## config.mk

```make
export PLATFORM = sky130hd
export DESIGN_NAME = divide_flat
export DESIGN_NICKNAME = d
export VERILOG_FILES = /design/src/rtl/divide_if.sv /design/src/rtl/divide.sv /design/src/flat_wrapper.sv
export SDC_FILE = /design/constraint.sdc
export NUM_CORES = 1
export LEC_CHECK = 0
export CORE_ASPECT_RATIO = 0.6
export CORE_MARGIN = 8
export CORE_UTILIZATION = 50
export CTS_CLUSTER_DIAMETER = 50
export DETAILED_ROUTE_END_ITERATION = 7
export GPL_TIMING_DRIVEN = 1
export PLACE_DENSITY_LB_ADDON = 0.2
export SYNTH_ARGS = -nofsm -noshare
export SYNTH_HDL_FRONTEND = slang
export SYNTH_SLANG_ARGS = --single-unit
```

## constraint.sdc

```tcl
create_clock -name clk -period 3.4 [get_ports clk]
set_clock_uncertainty 0.1 [all_clocks]
set_input_delay 0.68 -clock clk [delete_from_list [all_inputs] [get_ports clk]]
set_output_delay 0.68 -clock clk [all_outputs]
set_load 0.1 [all_outputs]
```

## src/rtl/divide_if.sv

```systemverilog
// Request/result bundle shared by the divider and its requester.
// valid_in/ready: a request transfers on a clock edge where both are high.
// valid_out/yumi_in: a result transfers on a clock edge where both are high.
interface divide_if #(
    parameter int WIDTH = 32
);
    logic [WIDTH-1:0] dividend;
    logic [WIDTH-1:0] divisor;
    logic             is_signed;
    logic             valid_in;
    logic             ready;
    logic             valid_out;
    logic             yumi_in;
    logic [WIDTH-1:0] quotient;
    logic [WIDTH-1:0] remainder;
    logic             div_by_zero;

    modport master (
        output dividend, divisor, is_signed, valid_in, yumi_in,
        input  ready, valid_out, quotient, remainder, div_by_zero
    );

    modport slave (
        input  dividend, divisor, is_signed, valid_in, yumi_in,
        output ready, valid_out, quotient, remainder, div_by_zero
    );
endinterface

```

## src/rtl/divide.sv

```systemverilog
// Iterative radix-2 restoring divider with RISC-V M-extension result rules.
// One quotient bit per cycle on magnitudes, then a single sign-fix cycle.
module divide #(
    parameter int WIDTH = 32
) (
    input  logic       clk,
    input  logic       reset,
    divide_if.slave    bus,
    output logic [1:0] fsm_state
);
    localparam int CW = $clog2(WIDTH + 1);

    typedef enum logic [1:0] {
        S_IDLE = 2'd0,
        S_CALC = 2'd1,
        S_FIX  = 2'd2,
        S_DONE = 2'd3
    } state_t;

    state_t           state, next_state;
    logic [WIDTH-1:0] quo, rem, dvs;
    logic [CW-1:0]    cnt;
    logic             neg_q, neg_r, dbz;

    logic             accept, is_zero, is_ovf;
    logic [WIDTH-1:0] mag_a, mag_b;
    logic [WIDTH:0]   rem_shift;
    logic [WIDTH-1:0] diff;
    logic             ge;

    assign accept  = (state == S_IDLE) && bus.valid_in;
    assign is_zero = (bus.divisor == '0);
    assign is_ovf  = bus.is_signed && (bus.dividend == {1'b1, {(WIDTH-1){1'b0}}})
                     && (bus.divisor == '1);
    // Negating the most negative value yields itself, which read unsigned is its magnitude.
    assign mag_a   = (bus.is_signed && bus.dividend[WIDTH-1]) ? -bus.dividend : bus.dividend;
    assign mag_b   = (bus.is_signed && bus.divisor[WIDTH-1])  ? -bus.divisor  : bus.divisor;

    // WIDTH+1-bit partial remainder keeps the shifted-out bit for the compare.
    assign rem_shift = {rem, quo[WIDTH-1]};
    assign ge        = (rem_shift >= {1'b0, dvs});
    assign diff      = rem_shift[WIDTH-1:0] - dvs;

    always_ff @(posedge clk) begin
        if (reset) state <= S_IDLE;
        else       state <= next_state;
    end

    always_comb begin
        next_state = state;
        case (state)
            S_IDLE: if (accept) next_state = (is_zero || is_ovf) ? S_DONE : S_CALC;
            S_CALC: if (cnt == CW'(1)) next_state = S_FIX;
            S_FIX:  next_state = S_DONE;
            S_DONE: if (bus.yumi_in) next_state = S_IDLE;
            default: next_state = S_IDLE;
        endcase
    end

    always_ff @(posedge clk) begin
        if (reset) begin
            quo   <= '0;
            rem   <= '0;
            dvs   <= '0;
            cnt   <= '0;
            neg_q <= 1'b0;
            neg_r <= 1'b0;
            dbz   <= 1'b0;
        end else begin
            case (state)
                S_IDLE: begin
                    if (accept) begin
                        neg_q <= bus.is_signed & (bus.dividend[WIDTH-1] ^ bus.divisor[WIDTH-1]);
                        neg_r <= bus.is_signed & bus.dividend[WIDTH-1];
                        dvs   <= mag_b;
                        cnt   <= CW'(WIDTH);
                        if (is_zero) begin
                            quo <= '1;
                            rem <= bus.dividend;
                            dbz <= 1'b1;
                        end else if (is_ovf) begin
                            quo <= bus.dividend;
                            rem <= '0;
                            dbz <= 1'b0;
                        end else begin
                            quo <= mag_a;
                            rem <= '0;
                            dbz <= 1'b0;
                        end
                    end
                end
                S_CALC: begin
                    rem <= ge ? diff : rem_shift[WIDTH-1:0];
                    quo <= {quo[WIDTH-2:0], ge};
                    cnt <= cnt - CW'(1);
                end
                S_FIX: begin
                    if (neg_q) quo <= -quo;
                    if (neg_r) rem <= -rem;
                end
                default: ;
            endcase
        end
    end

    assign bus.ready       = (state == S_IDLE);
    assign bus.valid_out   = (state == S_DONE);
    assign bus.quotient    = quo;
    assign bus.remainder   = rem;
    assign bus.div_by_zero = dbz;
    assign fsm_state       = state;
endmodule

```

## src/flat_wrapper.sv

```systemverilog
// flat-port wrapper written by rule: the top's interface ports become plain ports
module divide_flat 
#(
    parameter int WIDTH = 32
)
  (clk, reset, fsm_state, bus_dividend, bus_divisor, bus_is_signed, bus_valid_in, bus_yumi_in, bus_ready, bus_valid_out, bus_quotient, bus_remainder, bus_div_by_zero);
  divide_if #(.WIDTH(WIDTH)) bus_i ();
  input  logic clk;
  input  logic reset;
  output logic [1:0] fsm_state;
  input wire logic [$bits(bus_i.dividend)-1:0] bus_dividend;
  input wire logic [$bits(bus_i.divisor)-1:0] bus_divisor;
  input wire logic [$bits(bus_i.is_signed)-1:0] bus_is_signed;
  input wire logic [$bits(bus_i.valid_in)-1:0] bus_valid_in;
  input wire logic [$bits(bus_i.yumi_in)-1:0] bus_yumi_in;
  output wire logic [$bits(bus_i.ready)-1:0] bus_ready;
  output wire logic [$bits(bus_i.valid_out)-1:0] bus_valid_out;
  output wire logic [$bits(bus_i.quotient)-1:0] bus_quotient;
  output wire logic [$bits(bus_i.remainder)-1:0] bus_remainder;
  output wire logic [$bits(bus_i.div_by_zero)-1:0] bus_div_by_zero;
  assign bus_i.dividend = bus_dividend;
  assign bus_i.divisor = bus_divisor;
  assign bus_i.is_signed = bus_is_signed;
  assign bus_i.valid_in = bus_valid_in;
  assign bus_i.yumi_in = bus_yumi_in;
  assign bus_ready = bus_i.ready;
  assign bus_valid_out = bus_i.valid_out;
  assign bus_quotient = bus_i.quotient;
  assign bus_remainder = bus_i.remainder;
  assign bus_div_by_zero = bus_i.div_by_zero;
  divide #(.WIDTH(WIDTH)) u_core (.clk(clk), .reset(reset), .bus(bus_i), .fsm_state(fsm_state));
endmodule
```

-- Word level (Yosys, flattened, before mapping)
Index checks and enable logic that the tools add are counted.
- register bits after elaboration: 107
- bits of input ports: 69
- output and inout bits: 69
- word-level logic and storage cells: 64
- $add $sub $neg: 6
- order comparisons: 1
- equal/unequal tests: 11
- mux-type cells: 20
- bitwise gates (word level): 3
- reduce and logical (&&, ||, !) cells: 15
- operators by type and width (cell ; number):
    32-bit two-way mux ; 10
    32-bit case mux with 3 select lines ; 2
    32-bit negator ; 4
    32-bit == test (second input constant) ; 2
    33-bit by 32-bit greater-or-equal comparator with 1-bit output ; 1
    32-bit zero test ; 1
    32-bit subtractor ; 1
    6-bit case mux with 2 select lines ; 1
    3-bit AND reduction ; 3
    2-bit two-way mux ; 4
    2-bit by 1-bit != test with 1-bit output (second input constant) ; 4
    2-bit case mux with 4 select lines ; 1
    6-bit by 1-bit == test with 1-bit output (second input constant) ; 1
    6-bit two-way mux ; 1
    6-bit by 1-bit subtractor with 6-bit output (second input constant) ; 1
    1-bit logical AND ; 5
    2-bit == test (second input constant) ; 2
    2-bit AND reduction ; 2
    3-bit nonzero test ; 1
    1-bit AND ; 2
    2-bit by 1-bit == test with 1-bit output (second input constant) ; 1
    2-bit zero test ; 1
    2-bit != test (second input constant) ; 1
    2-bit nonzero test ; 1
    other kinds (3) ; 3

-- Longest topological paths before layout
- depth in word-level cells: 7
- depth in mapped cells: 15
- mapped depth without buffers: 13

-- Worst setup path before layout
No wires, ideal clock.
- kind: flip-flop to flip-flop
- from: reg u_core.rem[25], in the netlist u_core.bus.remainder[25]
- to: reg u_core.rem[27], in the netlist u_core.bus.remainder[27]
- library setup time: 0.120 ns
- arrival: 3.753 ns
- required time: 3.180 ns
- path slack: -0.574 ns
- cell stages (with the launch flop): 15
- path buffers: 4
- clock period less this slack: 3.974 ns
- cells stage by stage: dfxtp_1 > ha_1 > clkbuf_1 > a21oi_1 > o21a_1 > a211o_1 > and3_1 > a21boi_0 > nor2_1 > buf_4 > buf_2 > buf_4 > nor2_1 > a211oi_1 > nor2_1
- word-level cells in the longest chain between the ends: 3
- elaborated cells on any way between the ends: 6
- classes of those cells: add/sub (2); order compare (1); mux (3)
- ends and longest elaborated chain (what ; RTL line ; text):
    start, declared ; divide.sv:21 ; logic [WIDTH-1:0] quo, rem, dvs;
    start signal, assigned ; divide.sv:79 ; rem <= bus.dividend;
    start signal, assigned ; divide.sv:93 ; rem <= ge ? diff : rem_shift[WIDTH-1:0];
    start signal, assigned ; divide.sv:99 ; if (neg_r) rem <= -rem;
    32-bit negator, or another cell as far along ; divide.sv:99 ;
    32-bit two-way mux, on equally long branches ; divide.sv:99, divide.sv:93 ;
    32-bit case mux with 3 select lines (*) ; divide.sv:70 ; case (state)
Every way passes the cells marked *; elsewhere a longest branch is shown, timed or not. The select of a mux whose other input is x is not followed.
A chain may end at the register's enable or synchronous reset.

-- Worst setup path after layout
- from: reg u_core.quo[31], in the netlist u_core.bus.quotient[31]
- to: reg u_core.rem[26], in the netlist u_core.bus.remainder[26]
- word-level cells in the longest chain between the ends: 3
- elaborated cells on any way between the ends: 4
- classes of those cells: add/sub (1); order compare (1); mux (2)
- ends and longest elaborated chain (what ; RTL line ; text):
    start, declared ; divide.sv:21 ;
    start signal, assigned ; divide.sv:82 ; quo <= bus.dividend;
    start signal, assigned ; divide.sv:86 ; quo <= mag_a;
    start signal, assigned ; divide.sv:94 ; quo <= {quo[WIDTH-2:0], ge};
    32-bit subtractor / 33-bit by 32-bit greater-or-equal comparator with 1-bit output (equally long branches) ; divide.sv:42, divide.sv:41 ;
    32-bit two-way mux (*) ; divide.sv:93 ;
    32-bit case mux with 3 select lines (*) ; divide.sv:70 ;
Every way passes the cells marked *; elsewhere a longest branch is shown, timed or not.

==> report_table.html <==
<table>
<tr><th>Metric</th><th>Value</th></tr>
<tr><th colspan="2">Run status</th></tr>
<tr><td>Run status</td><td>finished clean</td></tr>
<tr><th colspan="2">Power</th></tr>
<tr><td>Clock share of power</td><td>0.071</td></tr>
<tr><td>Logic pwr share</td><td>0.795</td></tr>
<tr><td>Pwr dens</td><td>1190 mW/mm2</td></tr>
<tr><td>VDD IR max</td><td>roughly 1.1 mV</td></tr>
<tr><td>Fraction of power spent switching nets</td><td>0.565</td></tr>
<tr><td>Internal cell power</td><td>approximately 7000 uW</td></tr>
<tr><td>Leak Pwr</td><td>roughly 0.0056 uW</td></tr>
<tr><td>Sequential share of power</td><td>0.134</td></tr>
<tr><td>Switching power summed over all nets</td><td>9060 uW</td></tr>
<tr><th colspan="2">Critical path</th></tr>
<tr><td>Kind of capture point of the worst setup path</td><td>register</td></tr>
<tr><td>Longest individual stage delay on the worst path</td><td>0.52 ns</td></tr>
<tr><td>Req. time, crit path</td><td>approximately 3.6 ns</td></tr>
<tr><td>R2r endpoint</td><td>u_core.bus.remainder[26]</td></tr>
<tr><td>Type of element launching the critical path</td><td>register</td></tr>
<tr><td>Setup CP Type</td><td>register to register</td></tr>
<tr><td>Library cell contributing the largest single delay on the critical path</td><td>sky130_fd_sc_hd__nor3_1</td></tr>
<tr><td>Reg-to-reg critical path startpoint</td><td>u_core.bus.quotient[31]</td></tr>
<tr><td>Logic depth of the worst register-to-register path</td><td>14</td></tr>
<tr><td>Critical path arrival</td><td>3.49 ns</td></tr>
<tr><td>Register-to-register path setup slack</td><td>0.05 ns</td></tr>
<tr><td>Cells along the critical path</td><td>inv_2 &gt; ha_1 &gt; inv_1 &gt; fa_1 &gt; a21oi_2 &gt; o21ai_1 &gt; a211oi_2 &gt; buf_4 &gt; nor3_1 &gt; nor4_1 &gt; xnor2_1 &gt; mux2_2 &gt; a221oi_1 &gt; a2111oi_2</td></tr>
<tr><td>Top fanout value on the critical path</td><td>4</td></tr>
<tr><th colspan="2">Die</th></tr>
<tr><td>Effective utilization at floorplan</td><td>0.514</td></tr>
<tr><td>Chip Height</td><td>125 um</td></tr>
<tr><td>Core area</td><td>slightly below 0.02 mm2</td></tr>
<tr><td>Top-Level Pins</td><td>138</td></tr>
<tr><td>Die area</td><td>0.0247 mm2</td></tr>
<tr><td>Site Rows</td><td>39</td></tr>
<tr><td>Die Width</td><td>198 um</td></tr>
<tr><th colspan="2">Cells and area</th></tr>
<tr><td>Most frequent standard cell in the layout excluding fill and tap cells</td><td>sky130_fd_sc_hd__buf_4</td></tr>
<tr><td>Antenna diode count</td><td>0</td></tr>
<tr><td>Final #Nets</td><td>1738</td></tr>
<tr><td>Layout Area Growth over Synthesis</td><td>36.3%</td></tr>
<tr><td>Area taken by flip-flops and latches</td><td>0.00220 mm2</td></tr>
<tr><td>Leading cell types in the layout, fill and taps excluded</td><td>266 x sky130_fd_sc_hd__buf_4, 127 x sky130_fd_sc_hd__nor2_1, 121 x sky130_fd_sc_hd__nand2_1</td></tr>
<tr><td>Filler Cells Inserted</td><td>1653</td></tr>
<tr><td>Share of cells above drive strength 1</td><td>0.256</td></tr>
<tr><td>Area used by multi-input combinational logic</td><td>0.00734 mm2</td></tr>
<tr><td>Non-filler instance count after layout</td><td>approximately 1900</td></tr>
<tr><th colspan="2">Detailed routing</th></tr>
<tr><td>Detailed-route vias per instance</td><td>about 6.4</td></tr>
<tr><td>First-pass detailed-route iteration total</td><td>6</td></tr>
<tr><td>DRC viols</td><td>0</td></tr>
<tr><td>Post-route antenna net violation count</td><td>0</td></tr>
<tr><td>Detailed-route wire length per cell</td><td>~21 um</td></tr>
<tr><td>Drt initial violations</td><td>1642</td></tr>
<tr><td>Detailed-route via count</td><td>12100</td></tr>
<tr><td>Post-detailed-routing wire length</td><td>just over 40000 um</td></tr>
<tr><th colspan="2">STA</th></tr>
<tr><td>Relative max-transition margin</td><td>0.440</td></tr>
<tr><td>Total count of max-transition violations in the final report</td><td>0</td></tr>
<tr><td>Setup slack of the critical path after layout</td><td>0.0542 ns</td></tr>
<tr><td>Maximum clock rate</td><td>299 MHz</td></tr>
<tr><td>Post-route setup TNS</td><td>0 ns</td></tr>
<tr><td>Measured slew at the worst slew-check pin</td><td>0.835 ns</td></tr>
<tr><td>Setup-violating endpoint count in the final report</td><td>0</td></tr>
<tr><td>Hold Violations, Final</td><td>0</td></tr>
<tr><td>Final critical path time including I/O delays and setup</td><td>approximately 3.3 ns</td></tr>
<tr><td>Period utilisation layout</td><td>0.984</td></tr>
<tr><td>Setup repair after global routing missed its margin</td><td>true</td></tr>
<tr><td>Final worst hold slack</td><td>0.357 ns</td></tr>
<tr><th colspan="2">Global route</th></tr>
<tr><td>Antenna violations before repair</td><td>0</td></tr>
<tr><td>Highest-utilization routing layer at the global route stage</td><td>met2</td></tr>
<tr><td>Met2 routing resource usage after global routing</td><td>0.434</td></tr>
<tr><td>Maximum number of pins on one net before global-route repair</td><td>73</td></tr>
<tr><td>First-pass GRT wire length</td><td>60600 um</td></tr>
<tr><td>GR met3 Demand/Resource</td><td>0.100</td></tr>
<tr><td>Total gr overflow</td><td>0</td></tr>
<tr><td>Combined global-route utilization of all metal layers</td><td>0.303</td></tr>
<tr><td>Met1 Track Usage GR</td><td>0.432</td></tr>
<tr><td>Number of global-route vias before repair</td><td>10900</td></tr>
<tr><th colspan="2">Synth</th></tr>
<tr><td>Top flip-flop cell by instance count after synthesis</td><td>sky130_fd_sc_hd__dfxtp_1</td></tr>
<tr><td>Number of distinct library cells after synthesis</td><td>72</td></tr>
<tr><td>Synth warnings</td><td>0</td></tr>
<tr><td>Xor-xnor portion of the synthesized cell area</td><td>0.0939</td></tr>
<tr><td>Async set-reset flop share out of synthesis</td><td>0</td></tr>
<tr><td>Synthesized netlist net count</td><td>approximately 1500</td></tr>
<tr><td>Area of the mapped netlist</td><td>about 0.0099 mm2</td></tr>
<tr><td>Cell count after synthesis</td><td>1351</td></tr>
<tr><td>Complex-gate fraction of the synthesized area</td><td>0.312</td></tr>
<tr><td>Seq cells post-synth</td><td>107</td></tr>
<tr><td>Post-synthesis share of cell area spent on full adders, half adders and majority gates</td><td>0.0564</td></tr>
<tr><td>Fraction of the yosys area taken by sequential cells</td><td>0.217</td></tr>
<tr><td>Mux share of post-synthesis cell area</td><td>0.0240</td></tr>
<tr><td>Number of enable flip-flop cells after synthesis</td><td>0</td></tr>
<tr><td>Share of synthesized cell area in and, or, nand and nor gates</td><td>0.233</td></tr>
<tr><td>Syn avg cell area</td><td>7.32 um2</td></tr>
<tr><td>Main combinational cell family by area after synthesis</td><td>compound AO/OA/AOI/OAI gates</td></tr>
<tr><th colspan="2">Placed design</th></tr>
<tr><td>Minimum setup slack after placement</td><td>-0.503 ns</td></tr>
<tr><td>Routability Congestion</td><td>0.962</td></tr>
<tr><td>Detail Placement HPWL</td><td>30000 um</td></tr>
<tr><td>Number of placed cells counting well taps</td><td>1868</td></tr>
<tr><td>Number of buffers added on ports</td><td>137</td></tr>
<tr><th colspan="2">CTS</th></tr>
<tr><td>Clock Sink Count</td><td>107</td></tr>
<tr><td>Clock buffer count from CTS</td><td>9</td></tr>
<tr><td>Clock-pin slew on the worst setup and hold paths</td><td>roughly 0.080 ns</td></tr>
<tr><td>CTS tree</td><td>built</td></tr>
<tr><td>Deepest clock path buffer count</td><td>2</td></tr>
<tr><td>H-tree levels</td><td>3</td></tr>
<tr><td>Latest clock arrival within the worst-skew pair</td><td>0.37 ns</td></tr>
<tr><td>Clock Root Buffer</td><td>sky130_fd_sc_hd__clkbuf_16</td></tr>
<tr><th colspan="2">Worst hold path</th></tr>
<tr><td>Worst Hold Endpoint</td><td>u_core.dvs[31]</td></tr>
<tr><td>Startpoint of the most critical hold path</td><td>u_core.dvs[31]</td></tr>
<tr><td>Class of the most critical hold timing path</td><td>register to register</td></tr>
<tr><td>Count of cells along the worst hold path</td><td>2</td></tr>
<tr><th colspan="2">Run</th></tr>
<tr><td>Max-Cap Viols</td><td>0</td></tr>
</table>
==> what timing repair did <==
item                                    4_1_cts  5_1_grt
cloned                                        2        5
setup buffers                                 0        5
pin swaps                                     8       21
gates resized for setup                      15       61
endpoints found under the setup margin       26       57
hold buffers                                  0        0
==> stage by stage <==
| stage | instance area [um2] | util | power (uW) |
|---|---|---|---|
| floorplan | 9960 | - | 10300 |
| global placement | 12800 | 0.663 | 13900 |
| detailed placement | 12800 | 0.663 | 14100 |
| CTS | 13100 | 0.682 | 15300 |
| global route | 13500 | 0.701 | 16900 |
| finish | 13500 | 0.701 | 16000 |
==> logic make-up (layout without fill, tap and decap cells) <==
| group | Yosys count | count (layout) |
|---|---|---|
| AOI/OAI and AO/OA | 452 | 452 |
| xor gates and xnor gates | 106 | 106 |
| adders and majority gates | 44 | 44 |
| buffers and inverters | 156 | 435 |
| DFF | 107 | 107 |
| muxes | 22 | 22 |
| and+or+nand+nor | 464 | 464 |
==> power by group through the flow <==
stage / Combinational (uW) / Sequential (uW) / Clock [uW]
2_1_floorplan: 6280 / 4050 / 0
3_3_place_gp: 11800 / 2150 / 0
3_5_place_dp: 12000 / 2160 / 0
4_1_cts: 12000 / 2140 / 1140
5_1_grt: 13500 / 2200 / 1190
6_report: 12700 / 2150 / 1140
==> layer usage <==
metal | part of all wire | wire (um)
met5 | 0 | 0
met4 | 0.020 | 817
met3 | 0.14 | 5700
met2 | 0.41 | 16400
met1 | 0.43 | 17500
==> cell type report <==
class,count,area share
clock buffer,12,0.0183
clock inverter,4,0.00362
inverter,67,0.0186
multi-input combinational,1088,0.544
sequential,107,0.163
tap,266,0.0247
timing repair buffer,352,0.228
==> sequential cells by signal (all words and copies together), names as in the netlist <==
register	cells
u_core.bus.div_by_zero	1
u_core.neg_r	1
u_core.dvs	32
u_core.bus.remainder	32
u_core.neg_q	1
u_core.fsm_state	2
u_core.bus.quotient	32
u_core.cnt	6
==> synth_stat cells, drive strengths merged, types with 13 or more instances <==
library cell / number / area (um2)
a21o: 13 / 97.6
clkbuf: 73 / 274
o211ai: 15 / 118
a21oi: 114 / 571
or3: 20 / 125
a221oi: 22 / 199
inv: 67 / 251
ha: 43 / 538
o31ai: 28 / 210
nand3: 23 / 115
xor2: 59 / 517
a31oi: 17 / 106
nand4: 17 / 106
nor2: 130 / 488
o21ai: 81 / 409
a211oi: 48 / 360
nor3: 38 / 190
a221o: 19 / 190
nor4: 26 / 199
nand3b: 18 / 135
or4: 15 / 124
nand2: 122 / 458
buf: 16 / 104
mux2: 14 / 158
dfxtp: 107 / 2140
a2111oi: 14 / 123
xnor2: 47 / 412
==> critical path: cells and delay by family, from the launching register on <==
family | cells | cell delay [ns]
adder cells (fa/ha/maj) | 2 | 0.45
XOR/XNOR | 1 | 0.16
multiplexers | 1 | 0.28
buffers and inverters | 3 | 0.33
flip-flops | 1 | 0.37
AND/OR/NAND/NOR | 2 | 0.65
AO/OA/AOI/OAI | 5 | 0.90
==> worst max path at each step <==
stage,start,end,slack [ns]
after floorplan,bus_dividend[9],u_core.bus.quotient[23],-0.05
after global placement,bus_dividend[9],u_core.bus.quotient[2],-0.48
after detailed placement,bus_dividend[9],u_core.bus.quotient[2],-0.50
after CTS,bus_dividend[13],u_core.bus.quotient[2],0.005
after global routing,bus_divisor[2],u_core.bus.quotient[3],-0.03
final,u_core.bus.quotient[31],u_core.bus.remainder[26],0.05
(Power assumes the default switching activity.)
